<file path="src/rtl/vcache_stat_print_pkg.sv">
// Shared types for the vcache print-stat controller.
package vcache_stat_print_pkg;

   typedef enum logic [1:0] {
      IDLE  = 2'd0,
      PULSE = 2'd1,
      GAP   = 2'd2
   } print_state_e;

endpackage

</file>
<file path="src/rtl/bsg_fifo_1r1w_small.sv">
// Small one-read/one-write FIFO; wrap-bit pointers distinguish full from empty.
module bsg_fifo_1r1w_small #(
   parameter int width_p = 32,
   parameter int els_p   = 4
) (
   input  logic               clk_i,
   input  logic               reset_i,
   input  logic               v_i,
   input  logic [width_p-1:0] data_i,
   output logic               ready_o,
   output logic               v_o,
   output logic [width_p-1:0] data_o,
   input  logic               yumi_i
);

   localparam int ptr_w = $clog2(els_p);

   logic [ptr_w:0]     wr_ptr_r, rd_ptr_r;
   logic [width_p-1:0] mem_r [els_p];
   logic               full, empty, enq, deq;

   assign empty   = (wr_ptr_r == rd_ptr_r);
   assign full    = (wr_ptr_r[ptr_w] != rd_ptr_r[ptr_w])
                 && (wr_ptr_r[ptr_w-1:0] == rd_ptr_r[ptr_w-1:0]);
   assign ready_o = ~full;
   assign v_o     = ~empty;
   assign enq     = v_i & ~full;
   assign deq     = yumi_i & ~empty;
   assign data_o  = mem_r[rd_ptr_r[ptr_w-1:0]];

   // NOTE: non-blocking assignments keep every flop sampling pre-edge values.
   always_ff @(posedge clk_i) begin
      if (reset_i) begin
         wr_ptr_r <= '0;
         rd_ptr_r <= '0;
      end else begin
         if (enq) wr_ptr_r <= wr_ptr_r + 1'b1;
         if (deq) rd_ptr_r <= rd_ptr_r + 1'b1;
      end
   end

   // NOTE: storage is not reset; the pointers alone define which entries are valid.
   always_ff @(posedge clk_i) begin
      if (enq) mem_r[wr_ptr_r[ptr_w-1:0]] <= data_i;
   end

endmodule

</file>
<file path="src/rtl/vcache_stat_print_ctrl.sv">
// Global cycle counter plus print-stat pulse generator shared by all vcache profilers.
// Queued requests leave as single-cycle pulses spaced by a fixed idle gap.
module vcache_stat_print_ctrl
   import vcache_stat_print_pkg::*;
#(
   parameter int data_width_p = 32,
   parameter int ctr_width_p  = 32,
   parameter int fifo_els_p   = 4,
   parameter int gap_cycles_p = 2
) (
   input  logic                              clk_i,
   input  logic                              reset_i,
   input  logic                              req_v_i,
   input  logic [data_width_p-1:0]           req_tag_i,
   output logic                              req_ready_o,
   output logic [ctr_width_p-1:0]            global_ctr_o,
   output logic                              print_stat_v_o,
   output logic [data_width_p-1:0]           print_stat_tag_o,
   output logic [$clog2(fifo_els_p+1)-1:0]   pending_o
);

   localparam int gap_w = $clog2(gap_cycles_p + 1);

   print_state_e            state_r, state_n;
   logic [gap_w-1:0]        gap_r;
   logic                    fifo_v, enq, deq, gap_load, v_n;
   logic [data_width_p-1:0] fifo_data;

   assign enq = req_v_i & req_ready_o;

   bsg_fifo_1r1w_small #(
      .width_p (data_width_p),
      .els_p   (fifo_els_p)
   ) tag_fifo (
      .clk_i   (clk_i),
      .reset_i (reset_i),
      .v_i     (req_v_i),
      .data_i  (req_tag_i),
      .ready_o (req_ready_o),
      .v_o     (fifo_v),
      .data_o  (fifo_data),
      .yumi_i  (deq)
   );

   always_ff @(posedge clk_i) begin
      if (reset_i) state_r <= IDLE;
      else         state_r <= state_n;
   end

   // NOTE: default assignment first so no path through the case infers a latch.
   always_comb begin
      state_n = state_r;
      case (state_r)
         IDLE:    if (fifo_v) state_n = PULSE;
         PULSE:   state_n = GAP;
         GAP:     if (gap_r == '0) state_n = IDLE;
         default: state_n = IDLE;
      endcase
   end

   always_comb begin
      deq      = (state_r == IDLE) && fifo_v;
      gap_load = (state_r == PULSE);
      v_n      = (state_n == PULSE);
   end

   always_ff @(posedge clk_i) begin
      if (reset_i) begin
         print_stat_v_o   <= 1'b0;
         print_stat_tag_o <= '0;
         gap_r            <= '0;
         global_ctr_o     <= '0;
         pending_o        <= '0;
      end else begin
         print_stat_v_o <= v_n;
         global_ctr_o   <= global_ctr_o + 1'b1;
         if (deq) print_stat_tag_o <= fifo_data;
         if (gap_load)
            gap_r <= gap_w'(gap_cycles_p - 1);
         else if (state_r == GAP && gap_r != '0)
            gap_r <= gap_r - 1'b1;
         // Simultaneous enqueue and dequeue leaves the occupancy unchanged.
         case ({enq, deq})
            2'b10:   pending_o <= pending_o + 1'b1;
            2'b01:   pending_o <= pending_o - 1'b1;
            default: pending_o <= pending_o;
         endcase
      end
   end

endmodule
</file>
<file path="config.mk">
export PLATFORM = sky130hd
export DESIGN_NAME = vcache_stat_print_ctrl
export DESIGN_NICKNAME = d
export VERILOG_FILES = /design/src/rtl/vcache_stat_print_pkg.sv /design/src/rtl/bsg_fifo_1r1w_small.sv /design/src/rtl/vcache_stat_print_ctrl.sv
export SDC_FILE = /design/constraint.sdc
export NUM_CORES = 1
export LEC_CHECK = 0
export BUFFER_PORTS_ARGS = -buffer_cell sky130_fd_sc_hd__buf_4
export CAP_MARGIN = 20
export CORE_ASPECT_RATIO = 1.5
export CORE_MARGIN = 3
export CORE_UTILIZATION = 46
export DETAILED_ROUTE_END_ITERATION = 12
export PLACE_DENSITY = 0.8
export SLEW_MARGIN = 20
export SYNTH_ARGS = -nofsm -noshare
export SYNTH_HDL_FRONTEND = slang
export SYNTH_SLANG_ARGS = --single-unit
</file>
<file path="constraint.sdc">
create_clock -name clk_i -period 2.75 [get_ports clk_i]
set_input_delay 0.1375 -clock clk_i [delete_from_list [all_inputs] [get_ports clk_i]]
set_output_delay 0.1375 -clock clk_i [all_outputs]
set_load 0.01 [all_outputs]
</file>
# ---- Word-level counts from Yosys, hierarchy flattened
# Memories as Yosys holds them, arrays and structs flattened. A register that Yosys moved wholly into a read port is not among the register bits.
# Cells that the tools add are included.
dict set report word_totals {
  ff_bits 46
  mem_bits_rw 128
  output_inout_bits 69
  elab_cells 44
  mem_count 1
}
# name depth width read_ports rd_clocked_by_memory_dff write_ports line
set mem_list {}
lappend mem_list {tag_fifo.mem_r 4 32 1 1 1 bsg_fifo_1r1w_small.sv:19} ;# logic [width_p-1:0] mem_r [els_p];
dict set report op_classes {
  addsub 6
  n_eq_ne 8
  mux 8
  n_bitwise 4
  reduce_logical 9
}
# cell count
set op_table {}
lappend op_table {{$add 32x1->32 const B} 1}
lappend op_table {{$add 3x1->3 const B} 3}
lappend op_table {{$eq 2x1->1 const B} 3}
lappend op_table {{$pmux 2 s3} 1}
lappend op_table {{$pmux 3 s2} 1}
lappend op_table {{$reduce_bool 2->1} 3}
lappend op_table {{$eq 2x2->1 const B} 2}
lappend op_table {{$logic_not 2->1} 2}
lappend op_table {{$mux 1} 4}
lappend op_table {{$mux 2} 2}
lappend op_table {{$eq 3x3->1} 1}
lappend op_table {{$logic_and 1x1->1} 3}
lappend op_table {{$sub 3x1->3 const B} 1}
lappend op_table {{$and 1x1->1} 2}
lappend op_table {{$eq 2x2->1} 1}
lappend op_table {{$not 1->1} 2}
lappend op_table {{$reduce_or 2->1} 1}
lappend op_table {{$sub 2x1->2 const B} 1}
lappend op_table {{$ne 1x1->1} 1}

# ---- Longest topological paths before layout
dict set report logic_depth {
  depth_word 6
  mapped_depth 10
  depth_no_buf 8
}

# ---- Modules after synthesis
# A second synthesis with hierarchy kept.
dict set report unflattened {
  hier_cells 593
  hier_area_um2 8109.0
}
# mod instances cells_per_inst area_each_um2 seq_area_each_um2
set by_module_without_submodules {}
lappend by_module_without_submodules {bsg_fifo_1r1w_small 1 237 5166.2 4003.8}
lappend by_module_without_submodules {vcache_stat_print_ctrl 1 356 2942.8 1441.4}

# ---- Worst setup path before layout
# OpenSTA, ideal clock, no wires.
dict set report synth_path {
  path_kind {flip-flop to flip-flop}
  start {register tag_fifo.rd_ptr_r[0]}
  end {register pending_o[2]}
  setup_time_ns 0.070
  arrival_time_ns 2.608
  required_time_ns 2.680
  setup_slack_ns 0.071
  path_stages_with_launch 11
  cell_sequence {dfxtp_1 clkbuf_1 xor2_1 o31ai_1 clkinv_1 clkbuf_1 ha_1 fa_1 xnor2_1 or3_1 a21oi_1}
}
dict set report synth_between {
  word_cells_on_any_way 11
}
# element line
set synth_lines {}
lappend synth_lines {{from (decl)} bsg_fifo_1r1w_small.sv:18} ;# logic [ptr_w:0] wr_ptr_r, rd_ptr_r;
lappend synth_lines {{from (signal assigned)} bsg_fifo_1r1w_small.sv:38} ;# if (deq) rd_ptr_r <= rd_ptr_r + 1'b1;
lappend synth_lines {{$eq 3x3->1 (*)} bsg_fifo_1r1w_small.sv:22} ;# assign empty = (wr_ptr_r == rd_ptr_r);
lappend synth_lines {{$not 1->1 (*)} bsg_fifo_1r1w_small.sv:26} ;# assign v_o = ~empty;
lappend synth_lines {{$logic_and 1x1->1 (*)} vcache_stat_print_ctrl.sv:62} ;# deq = (state_r == IDLE) && fifo_v;
lappend synth_lines {{named net deq} vcache_stat_print_ctrl.sv:26} ;# logic fifo_v, enq, deq, gap_load, v_n;
lappend synth_lines {{$eq 2x1->1 or $eq 2x2->1 (tied branches)} vcache_stat_print_ctrl.sv:83} ;# case ({enq, deq})
lappend synth_lines {{$pmux 3 s2 or $reduce_bool 2->1 (tied branches)} --}
lappend synth_lines {{to (signal assigned)} vcache_stat_print_ctrl.sv:84} ;# 2'b10: pending_o <= pending_o + 1'b1;
lappend synth_lines {{to (signal assigned)} vcache_stat_print_ctrl.sv:85} ;# 2'b01: pending_o <= pending_o - 1'b1;
lappend synth_lines {{to (signal assigned)} vcache_stat_print_ctrl.sv:86} ;# default: pending_o <= pending_o;
lappend synth_lines {{to (decl)} vcache_stat_print_ctrl.sv:19} ;# output logic [$clog2(fifo_els_p+1)-1:0] pending_o
# The timed path passes the listed nets; every way through them passes the cells marked *.
# A chain may end at the register's enable or synchronous reset.

# ---- Final worst setup path
dict set report layout_path {
  start {register tag_fifo.wr_ptr_r[0]}
  end {register pending_o[2]}
}
dict set report layout_between {
  elab_chain_cells 6
  word_cells_on_any_way 11
}
# element line
set layout_rtl {}
lappend layout_rtl {{from (decl)} bsg_fifo_1r1w_small.sv:18}
lappend layout_rtl {{from (signal assigned)} bsg_fifo_1r1w_small.sv:37} ;# if (enq) wr_ptr_r <= wr_ptr_r + 1'b1;
lappend layout_rtl {{$eq 2x2->1} bsg_fifo_1r1w_small.sv:24} ;# && (wr_ptr_r[ptr_w-1:0] == rd_ptr_r[ptr_w-1:0]);
lappend layout_rtl {{$logic_and 1x1->1} bsg_fifo_1r1w_small.sv:24}
lappend layout_rtl {{$not 1->1} bsg_fifo_1r1w_small.sv:25} ;# assign ready_o = ~full;
lappend layout_rtl {{$and 1x1->1} vcache_stat_print_ctrl.sv:29} ;# assign enq = req_v_i & req_ready_o;
lappend layout_rtl {{$eq 2x1->1 or $eq 2x2->1 (tied branches)} vcache_stat_print_ctrl.sv:83}
lappend layout_rtl {{$pmux 3 s2 or $reduce_bool 2->1 (tied branches)} --}
# Parallel ways exist; a longest one is shown, timed or not.

==> metrics.txt <==
status finished, final reports clean; DIE AREA roughly 0.019 mm^2; Sum Neg Setup Slack 0 ns; crit share post-route 85.0%; crit path kind reg2reg; maximum VDD drop roughly 0.7 mV; Fin. Hold Viols 0; CP Data Arrival Time ~2.7 ns; fin nets 740; clock sink total a little over 200; Slew headroom 41.8%; worst-case clock buffer depth 3; # IOs 104; Synth async-reset ratio 0%; initial DRC count approximately 440; global-route wire length before repair 26.0 mm; Synth top area share 48.7%; Hold Crit Class in2reg; WP data required 3.15 ns; Avg WL per Cell 17.6 um; GRT Resource Usage Total approximately 17%; Synth Area per Inst between 10 and 15 um^2; antenna violations before repair 0; post-layout min period about 2.3 ns; CTS tree done; fraction of layout cells with a size suffix above 1 a little over a quarter; Worst Setup SP tag_fifo.wr_ptr_r[0]; Seq cells post-synth between 200 and 250; Setup crit start kind flop; top post-synthesis cells by area edfxtp_1 49%, dfxtp_1 20%, mux4_2 9.1%; Slew Viols, Final 0; cell type with the highest aggregate area in the netlist edfxtp_1; Worst Tran Pin Value 0.873 ns; H-tree depth 1; Worst Clk Skew 0.0132 ns; most common flop cell mapped by yosys edfxtp_1; yosys warns 0; grt ovf 0; die height approximately 170 um; vias in the first global route between 5,000 and 6,000; Post-Syn Area roughly 0.0079 mm^2; fin area roughly 0.01 mm^2; DRC violations left 0; area of the multi-input gates ~0.0023 mm^2; fin cells 920; sequential fraction of the synthesis area 68.5%; FF+latch area approximately 0.0054 mm^2; CTS buffer count 20; Clock Pin Slew Worst Setup and Hold Paths about 0.060 ns; hpwl dp just over 10 mm; # diodes 0; FMAX 428 MHz; Initial Util between 40% and 50%; post-detailed-route count of antenna-violating nets 0; Placement Cell Area about 0.0089 mm^2; Core Util, Final roughly 60%; # setup viols final 0; core box area roughly 0.017 mm^2; Hold Path Depth 5; First-pass DRT Iterations 4; most frequent cells in the layout 128 x edfxtp_1, 110 x buf_4, 76 x dfxtp_1; HP Start req_v_i; Core Rows 58; Yosys cell types 37; clock root cell clkbuf_16; Post-Synthesis Cells approximately 560; Worst-Skew Late Latency about 0.48 ns; Post-CTS Setup Inserts 0; number of synthesized flops with an enable pin between 100 and 150; placed insts 852; Syn Nets between 600 and 700; Leakage Power 0.00353 uW; FF-to-FF path depth 8; unrepaired setup endpoints after global routing no; Worst setup EP type flop; total wire length between 15 and 20 mm; largest net degree at the start of global routing 81; CP Max Fanout 5; max-cap viol count 0; IO Port Bufs just over 100; DR vias/cell roughly 5.4; reg-to-reg slack, setup 0.41 ns; Layout area overhead 26.2%; most common cell after layout, fill and taps aside edfxtp_1; start of the worst register-to-register path tag_fifo.wr_ptr_r[0]; Placer Congestion 0.741; Die X roughly 110 um; pwr dens approximately 890 mW/mm^2; via count ~5,000; number of fill cells 1,308
-- synthesized netlist by cell type (all sizes together) (4+ instances only) --
master,instances
ha,8
nor4,5
inv,17
xor2,6
dfxtp,78
nor2,27
nand4,5
or4,14
edfxtp,128
buf,12
nand2,74
nor3,4
clkbuf,19
mux4,32
or3,10
nand3,9
a21oi,55
o31ai,12
and2,5
o21ai,9
xnor2,14
-- layer usage --
metal | GRT usage [%] | share of wire (%) | vias up
li1 | - | - | 2346
met1 | 19.9 | 37 | 2450
met2 | 31.7 | 55 | 152
met3 | 2.25 | 5.3 | 31
met4 | 6.38 | 2.0 | 0
met5 | 0 | 0 | -
-- kinds of logic after synthesis --
family	synth area share (%)
AND/OR/NAND/NOR	9.80
XOR/XNOR	2.22
flip-flops	68.5
multiplexers	9.67
adder cells (fa/ha/maj)	1.52
AO/OA/AOI/OAI	5.53
buffers and inverters	2.79
-- sequential cells by signal (all words and copies together) (netlist names) --
register,cells
gap_r,2
global_ctr_o,32
pending_o,3
print_stat_tag_o,32
print_stat_v_o,1
state_r,2
tag_fifo.mem_r,128
tag_fifo.rd_ptr_r,3
tag_fifo.wr_ptr_r,3
-- metrics by stage --
step           power (uW)  hold slack [ns]  worst slack, ns
3_5_place_dp         6010            0.341            0.413
3_3_place_gp         5920            0.337            0.554
5_1_grt              9280            0.261            0.245
2_1_floorplan        5150            0.236           0.0714
4_1_cts              8950            0.216            0.406
6_report             8830            0.224            0.413
-- final timing paths --
check	endpoint
max reg2reg	pending_o[2]
min reg2reg	print_stat_tag_o[13]
max	pending_o[2]
min	tag_fifo.wr_ptr_r[1]
-- cell type report --
type / count / area share [%]
flip-flops and latches: 206 / 54.3
clock inverters: 13 / 1.76
repair buffers: 146 / 12.3
clock buffers: 23 / 5.35
multi-input cells: 304 / 23.0
inverters: 18 / 0.678
well taps: 210 / 2.64
-- worst max-delay path: stages, from the launching register on --
cell,delay [ns]
dfxtp_1,0.43
xor2_1,0.37
o31a_1,0.19
inv_1,0.05
ha_1,0.23
fa_1,0.39
xnor2_1,0.14
or3_1,0.30
a21oi_1,0.15
-- timing repair --
action / CTS / global route
hold buffers: 32 / 0
endpoints found under the setup margin: 0 / 0
gates resized for setup: 0 / 0
hold endpoints to repair: 128 / 0
-- power by group --
group	switching, uW	leakage [uW]	total (uW)	internal (uW)
sequential	209	0.00181	3860	3660
combinational	1130	0.00137	2080	951
clock	1100	0.000345	2880	1780
Note: power is estimated with default switching activity, not from simulation.
